## src/rtl/sub_bytes.sv

```systemverilog
// sub_bytes -- AES-128 SubBytes stage.
//
// Applies the forward AES S-box to all 16 bytes of a 128-bit state. Each
// S-box is pure logic: map into GF((2^4)^2), invert there, map back and
// apply the AES affine transform.
//
// Composite field used here:
//   GF(2^4)     = GF(2)[y] / (y^4 + y + 1)
//   GF((2^4)^2) = GF(2^4)[x] / (x^2 + x + lambda), lambda = y^3 (4'h8)
//   byte layout {h, l} means h*x + l
//   The AES generator is mapped to beta = y*x (8'h20); the matrices below
//   are the columns beta^0..beta^7 and their inverse.
//
// Ports:
//   clk        system clock, rising edge
//   rst        synchronous active-high reset, wins over in_valid
//   in_valid   state_in carries a state this cycle
//   state_in   byte k at [127-8k -: 8]
//   out_valid  state_out holds a newly produced result
//   state_out  substituted state, same byte order
//
// Build option: define SUB_BYTES_PIPE_EN to register the composite-field
// inverse before the back-mapping/affine logic (latency 2 instead of 1).
`timescale 1ns/1ps

module sub_bytes_sbox (
    input  logic [7:0] din,        // byte to substitute
    output logic [7:0] inv_cf,     // its inverse, composite-field basis
    input  logic [7:0] inv_cf_in,  // inverse to finish (direct or registered)
    output logic [7:0] dout        // S-box result for inv_cf_in
);
    // multiply by y, reduce by y^4 = y + 1
    function automatic logic [3:0] xt(input logic [3:0] t);
        return {t[2:0], 1'b0} ^ {2'b00, t[3], t[3]};
    endfunction

    function automatic logic [3:0] gf4_mul(input logic [3:0] a, input logic [3:0] b);
        logic [3:0] a1, a2, a3;
        a1 = xt(a);
        a2 = xt(a1);
        a3 = xt(a2);
        return ({4{b[0]}} & a) ^ ({4{b[1]}} & a1) ^ ({4{b[2]}} & a2) ^ ({4{b[3]}} & a3);
    endfunction

    function automatic logic [3:0] gf4_sq(input logic [3:0] z);
        return {z[3], z[3] ^ z[1], z[2], z[2] ^ z[0]};
    endfunction

    // z * y^3
    function automatic logic [3:0] gf4_lambda(input logic [3:0] z);
        return {z[3] ^ z[0], z[3] ^ z[2], z[2] ^ z[1], z[1]};
    endfunction

    // z^14 = z^-1, and 0 -> 0
    function automatic logic [3:0] gf4_inv(input logic [3:0] z);
        logic [3:0] z2, z4, z8;
        z2 = gf4_sq(z);
        z4 = gf4_sq(z2);
        z8 = gf4_sq(z4);
        return gf4_mul(gf4_mul(z8, z4), z2);
    endfunction

    function automatic logic [7:0] to_cf(input logic [7:0] a);
        return {a[5] ^ a[7],
                a[2] ^ a[3] ^ a[5] ^ a[7],
                a[1] ^ a[4] ^ a[6] ^ a[7],
                a[4] ^ a[5] ^ a[6],
                a[3] ^ a[4],
                a[2] ^ a[3] ^ a[4] ^ a[5] ^ a[6] ^ a[7],
                a[2],
                a[0] ^ a[5] ^ a[7]};
    endfunction

    function automatic logic [7:0] from_cf(input logic [7:0] q);
        return {q[2] ^ q[4] ^ q[6] ^ q[7],
                q[1] ^ q[2] ^ q[3] ^ q[7],
                q[2] ^ q[4] ^ q[6],
                q[1] ^ q[3] ^ q[6] ^ q[7],
                q[1] ^ q[6] ^ q[7],
                q[1],
                q[4] ^ q[5] ^ q[7],
                q[0] ^ q[7]};
    endfunction

    // (h*x + l)^-1 = (h*d^-1)*x + (h+l)*d^-1, d = lambda*h^2 + h*l + l^2
    function automatic logic [7:0] cf_inv(input logic [7:0] q);
        logic [3:0] h, l, d, di;
        h  = q[7:4];
        l  = q[3:0];
        d  = gf4_lambda(gf4_sq(h)) ^ gf4_mul(h, l) ^ gf4_sq(l);
        di = gf4_inv(d);
        return {gf4_mul(h, di), gf4_mul(h ^ l, di)};
    endfunction

    // b'_i = b_i ^ b_(i+4) ^ b_(i+5) ^ b_(i+6) ^ b_(i+7) ^ c_i, as rotations
    function automatic logic [7:0] affine(input logic [7:0] b);
        return b ^ {b[3:0], b[7:4]} ^ {b[4:0], b[7:5]} ^ {b[5:0], b[7:6]}
                 ^ {b[6:0], b[7]} ^ 8'h63;
    endfunction

    assign inv_cf = cf_inv(to_cf(din));
    assign dout   = affine(from_cf(inv_cf_in));
endmodule

module sub_bytes (
    input  logic         clk,
    input  logic         rst,
    input  logic         in_valid,
    input  logic [127:0] state_in,
    output logic         out_valid,
    output logic [127:0] state_out
);
`ifdef SUB_BYTES_PIPE_EN
    localparam int STAGES = 2;
`else
    localparam int STAGES = 1;
`endif

    logic [15:0][7:0] in_b, inv_b, inv_src, sub_b;
    logic [STAGES:1]  vld_pipe;
    logic             out_ld;

    assign in_b = state_in;

    for (genvar k = 0; k < 16; k++) begin : g_sbox
        sub_bytes_sbox u_sbox (
            .din       (in_b[k]),
            .inv_cf    (inv_b[k]),
            .inv_cf_in (inv_src[k]),
            .dout      (sub_b[k])
        );
    end

`ifdef SUB_BYTES_PIPE_EN
    logic [15:0][7:0] inv_q;

    always_ff @(posedge clk) begin
        if (rst)
            inv_q <= '0;
        else if (in_valid)
            inv_q <= inv_b;
    end

    assign inv_src = inv_q;
    assign out_ld  = vld_pipe[1];

    always_ff @(posedge clk) begin
        if (rst) vld_pipe <= '0;
        else     vld_pipe <= {vld_pipe[1], in_valid};
    end
`else
    assign inv_src = inv_b;
    assign out_ld  = in_valid;

    always_ff @(posedge clk) begin
        if (rst) vld_pipe <= '0;
        else     vld_pipe <= in_valid;
    end
`endif

    // output only moves on a valid result; otherwise holds
    always_ff @(posedge clk) begin
        if (rst)
            state_out <= '0;
        else if (out_ld)
            state_out <= sub_b;
    end

    assign out_valid = vld_pipe[STAGES];
endmodule

```

## config.mk

```make
export PLATFORM = sky130hd
export DESIGN_NAME = sub_bytes
export DESIGN_NICKNAME = d
export VERILOG_FILES = /design/src/rtl/sub_bytes.sv
export SDC_FILE = /design/constraint.sdc
export NUM_CORES = 1
export LEC_CHECK = 0
export BUFFER_PORTS_ARGS = -buffer_cell sky130_fd_sc_hd__clkbuf_2
export CORE_MARGIN = 4
export CORE_UTILIZATION = 65
export CTS_BUF_LIST = sky130_fd_sc_hd__clkbuf_4 sky130_fd_sc_hd__clkbuf_8 sky130_fd_sc_hd__clkbuf_16
export DETAILED_ROUTE_END_ITERATION = 10
export PLACE_DENSITY = 0.85
export RECOVER_POWER = 100
export SLEW_MARGIN = 20
export SYNTH_ARGS = -nofsm -noshare
export SYNTH_HDL_FRONTEND = slang
export SYNTH_HIERARCHICAL = 1
export SYNTH_SLANG_ARGS = --single-unit
```

## constraint.sdc

```tcl
create_clock -name clk -period 16 [get_ports clk]
set_clock_uncertainty 0.05 [all_clocks]
set_input_delay 0.8 -clock clk [delete_from_list [all_inputs] [get_ports clk]]
set_output_delay 0.8 -clock clk [all_outputs]
set_load 0.01 [all_outputs]
```

==> out/qor.csv <==
metric;value;unit
startpoint types;primary input;
I/O Buffers;259;
final hold violations;0;
1st-pass router iterations;6;
Syn Nets;6178;
core box area;67300;µm²
CP max-delay cell;xnor2_1;
I/O pin cnt;260;
Slew Limit Fails;52;
status;finished with violations;
vias in the first global route;38741;
Routed WL;111;mm
worst-margin pin slew;2.61;ns
Die Y;269;µm
Critical Path Most Common Cell;xnor2_1;
crit path buf inv count;2;
vias;43025;
period utilization;61.6;%
Syn Inst Count;5935;
Placed Cells;6679;
CP arrival;10.08;ns
CTS tree;done;
Initial Utilization;65.7;%
GRT overflow;0;
row cnt;95;
DRC Markers;0;
Setup Fix Bufs, Post-CTS;0;
Synth area leaders;xnor2_1 (18%), dfxtp_1 (5.8%), nor2_1 (5.6%), mux2i_1 (5.1%), xor2_1 (4.8%);
Yosys top cell area share;17.8;%
drt via density;6.40;
DP HPWL;81.8;mm
ANT nets after route;0;
Max Cap Viol;1;
cell taking the most area after synthesis;xnor2_1;
largest net degree at the start of global routing;80;
PostCTS Resize Cnt;0;
RSZ-0062 raised after global routing;no;
Mapped Area;44200;µm²
sequential fraction of the synthesis area;5.84;%
first-pass GRT wire length;184;mm
initial antenna violation count;11;
clock root buffer;clkbuf_16;
Worst Path Required;16.23;ns
top-count cell post-synth;xnor2_1;
Critical Path Fanout Max;29;
Post-synth EDFFs;0;
Period minus WS final;9.86;ns
layout cell share with drive strength beyond 1;8.07;%
placed cell area;44900;µm²
Worst path depth;27;
GRT Total Usage;29.0;%
Place WS;6.69;ns
WS Path Type;in -> reg;
Rel. slew slack;-74.1;%
Worst-Skew Late Latency;0.49;ns
clk sink count;129;
Tightest Hold Check Type;reg -> reg;
violated checks;max-capacitance violations, max-slew violations;
upper clock frequency limit;101;MHz
H-Tree Depth;4;
Final Cell Area;45100;µm²
synth warn;6;
Non-Filler Instances;6718;
Post-layout nets;6068;
Die X-Extent;269;µm
Die Footprint;72200;µm²
top_reg_cell synth;dfxtp_1;
worst hold path cell count;2;
drt first-iter violations;4109;
Critical Path Sink Type;flip-flop;
CTS Hold Bufs;0;
Layout area overhead;2.13;%
R2R cell count;2;
delay of the slowest critical-path stage;1.00;ns
Clk pin slew, worst setup/hold paths;0.07;ns
final setup fails;0;
setup_tns;0;ns
setup ws final;6.14;ns
CP delay by family, top;XOR/XNOR gates;
Inserted Clock Buffers;17;
syn avg cell area;7.44;µm²
Yosys reg bits;129;
DR WL/cell;16.5;µm
routability-driven placement congestion ratio;0.917;
Yosys cell types;77;
CTS max path bufs;2;
ys async rst share;0;%
synth cell count leaders;xnor2_1 (896), nor2_1 (656), nand2_1 (448);
==> cells in the final DEF (no fill, tap or decap), types with 33 or more instances in the layout <==
| cell | n |
|---|---|
| a21oi_1 | 288 |
| xor2_1 | 251 |
| nand2_1 | 448 |
| dfxtp_1 | 129 |
| nand3_1 | 192 |
| xor2_2 | 37 |
| clkbuf_2 | 112 |
| nor2_1 | 656 |
| o21ai_0 | 183 |
| o22ai_1 | 48 |
| xnor2_1 | 919 |
| a211o_1 | 48 |
| or3_1 | 48 |
| o211ai_1 | 128 |
| or4_1 | 48 |
| nand2b_1 | 96 |
| mux2i_1 | 224 |
| clkbuf_1 | 146 |
| nor3_1 | 160 |
| buf_4 | 41 |
| nand4_1 | 64 |
| a21boi_0 | 48 |
| nor2b_1 | 33 |
| a31oi_1 | 48 |
| xnor3_1 | 64 |
| a211oi_1 | 48 |
| inv_1 | 208 |
| ha_1 | 112 |
| nor4_1 | 96 |
==> cells by family after synthesis <==
family	after synthesis	synth area share (%)
buffers and inverters	669	6.47
AO/OA/AOI/OAI	1312	21.3
adder cells (fa/ha/maj)	144	3.90
AND/OR/NAND/NOR	2049	22.9
flip-flops	129	5.84
multiplexers	272	6.80
XOR/XNOR	1360	32.8
==> worst paths after layout <==
check | startpoint | slack [ns] | endpoint
max | state_in[23] | 6.14 | state_out[21]
min | state_out[36] | 0.44 | state_out[36]
max reg2reg | state_out[60] | 15.20 | state_out[60]
min reg2reg | state_out[36] | 0.44 | state_out[36]
==> metrics by stage <==
step | hold slack (ns) | utilization [%]
after floorplan | 0.481 | -
after CTS | 0.449 | 67.7
after global routing | 0.471 | 67.1
after detailed placement | 0.434 | 66.8
after global placement | 0.421 | 66.8
final | 0.442 | 67.1
==> per-layer routing <==
layer  wire (µm)  share of wire [%]  track usage [%]  up-vias
li1            -                  -                -    20984
met1       49100                 44             39.1    20330
met2       52800                 48             48.9     1532
met3        7050                6.4             4.46      171
met4        2010                1.8             7.30        8
met5          53              0.048                0        -
==> tightest hold or removal path: cells and delay by family, from the launching register on <==
family / cells / cell delay [ns]
flip-flops: 1 / 0.33
multiplexers: 1 / 0.06
AND/OR/NAND/NOR: 1 / 0.07
==> cell type report <==
type | count | area, µm²
multi-input combinational | 5137 | 38500
fill | 5753 | 22200
sequential | 129 | 2580
timing repair buffer | 300 | 1430
tap | 873 | 1090
inverter | 240 | 901
clock buffer | 22 | 482
clock inverter | 9 | 130
antenna | 8 | 20.0
==> registers in the layout, summed over array words and instances, names as in the netlist <==
| register | cells |
|---|---|
| out_valid | 1 |
| state_out | 128 |
Power is not shown: default switching activity piles up to over one toggle a cycle in this logic, so the estimate is an artifact.
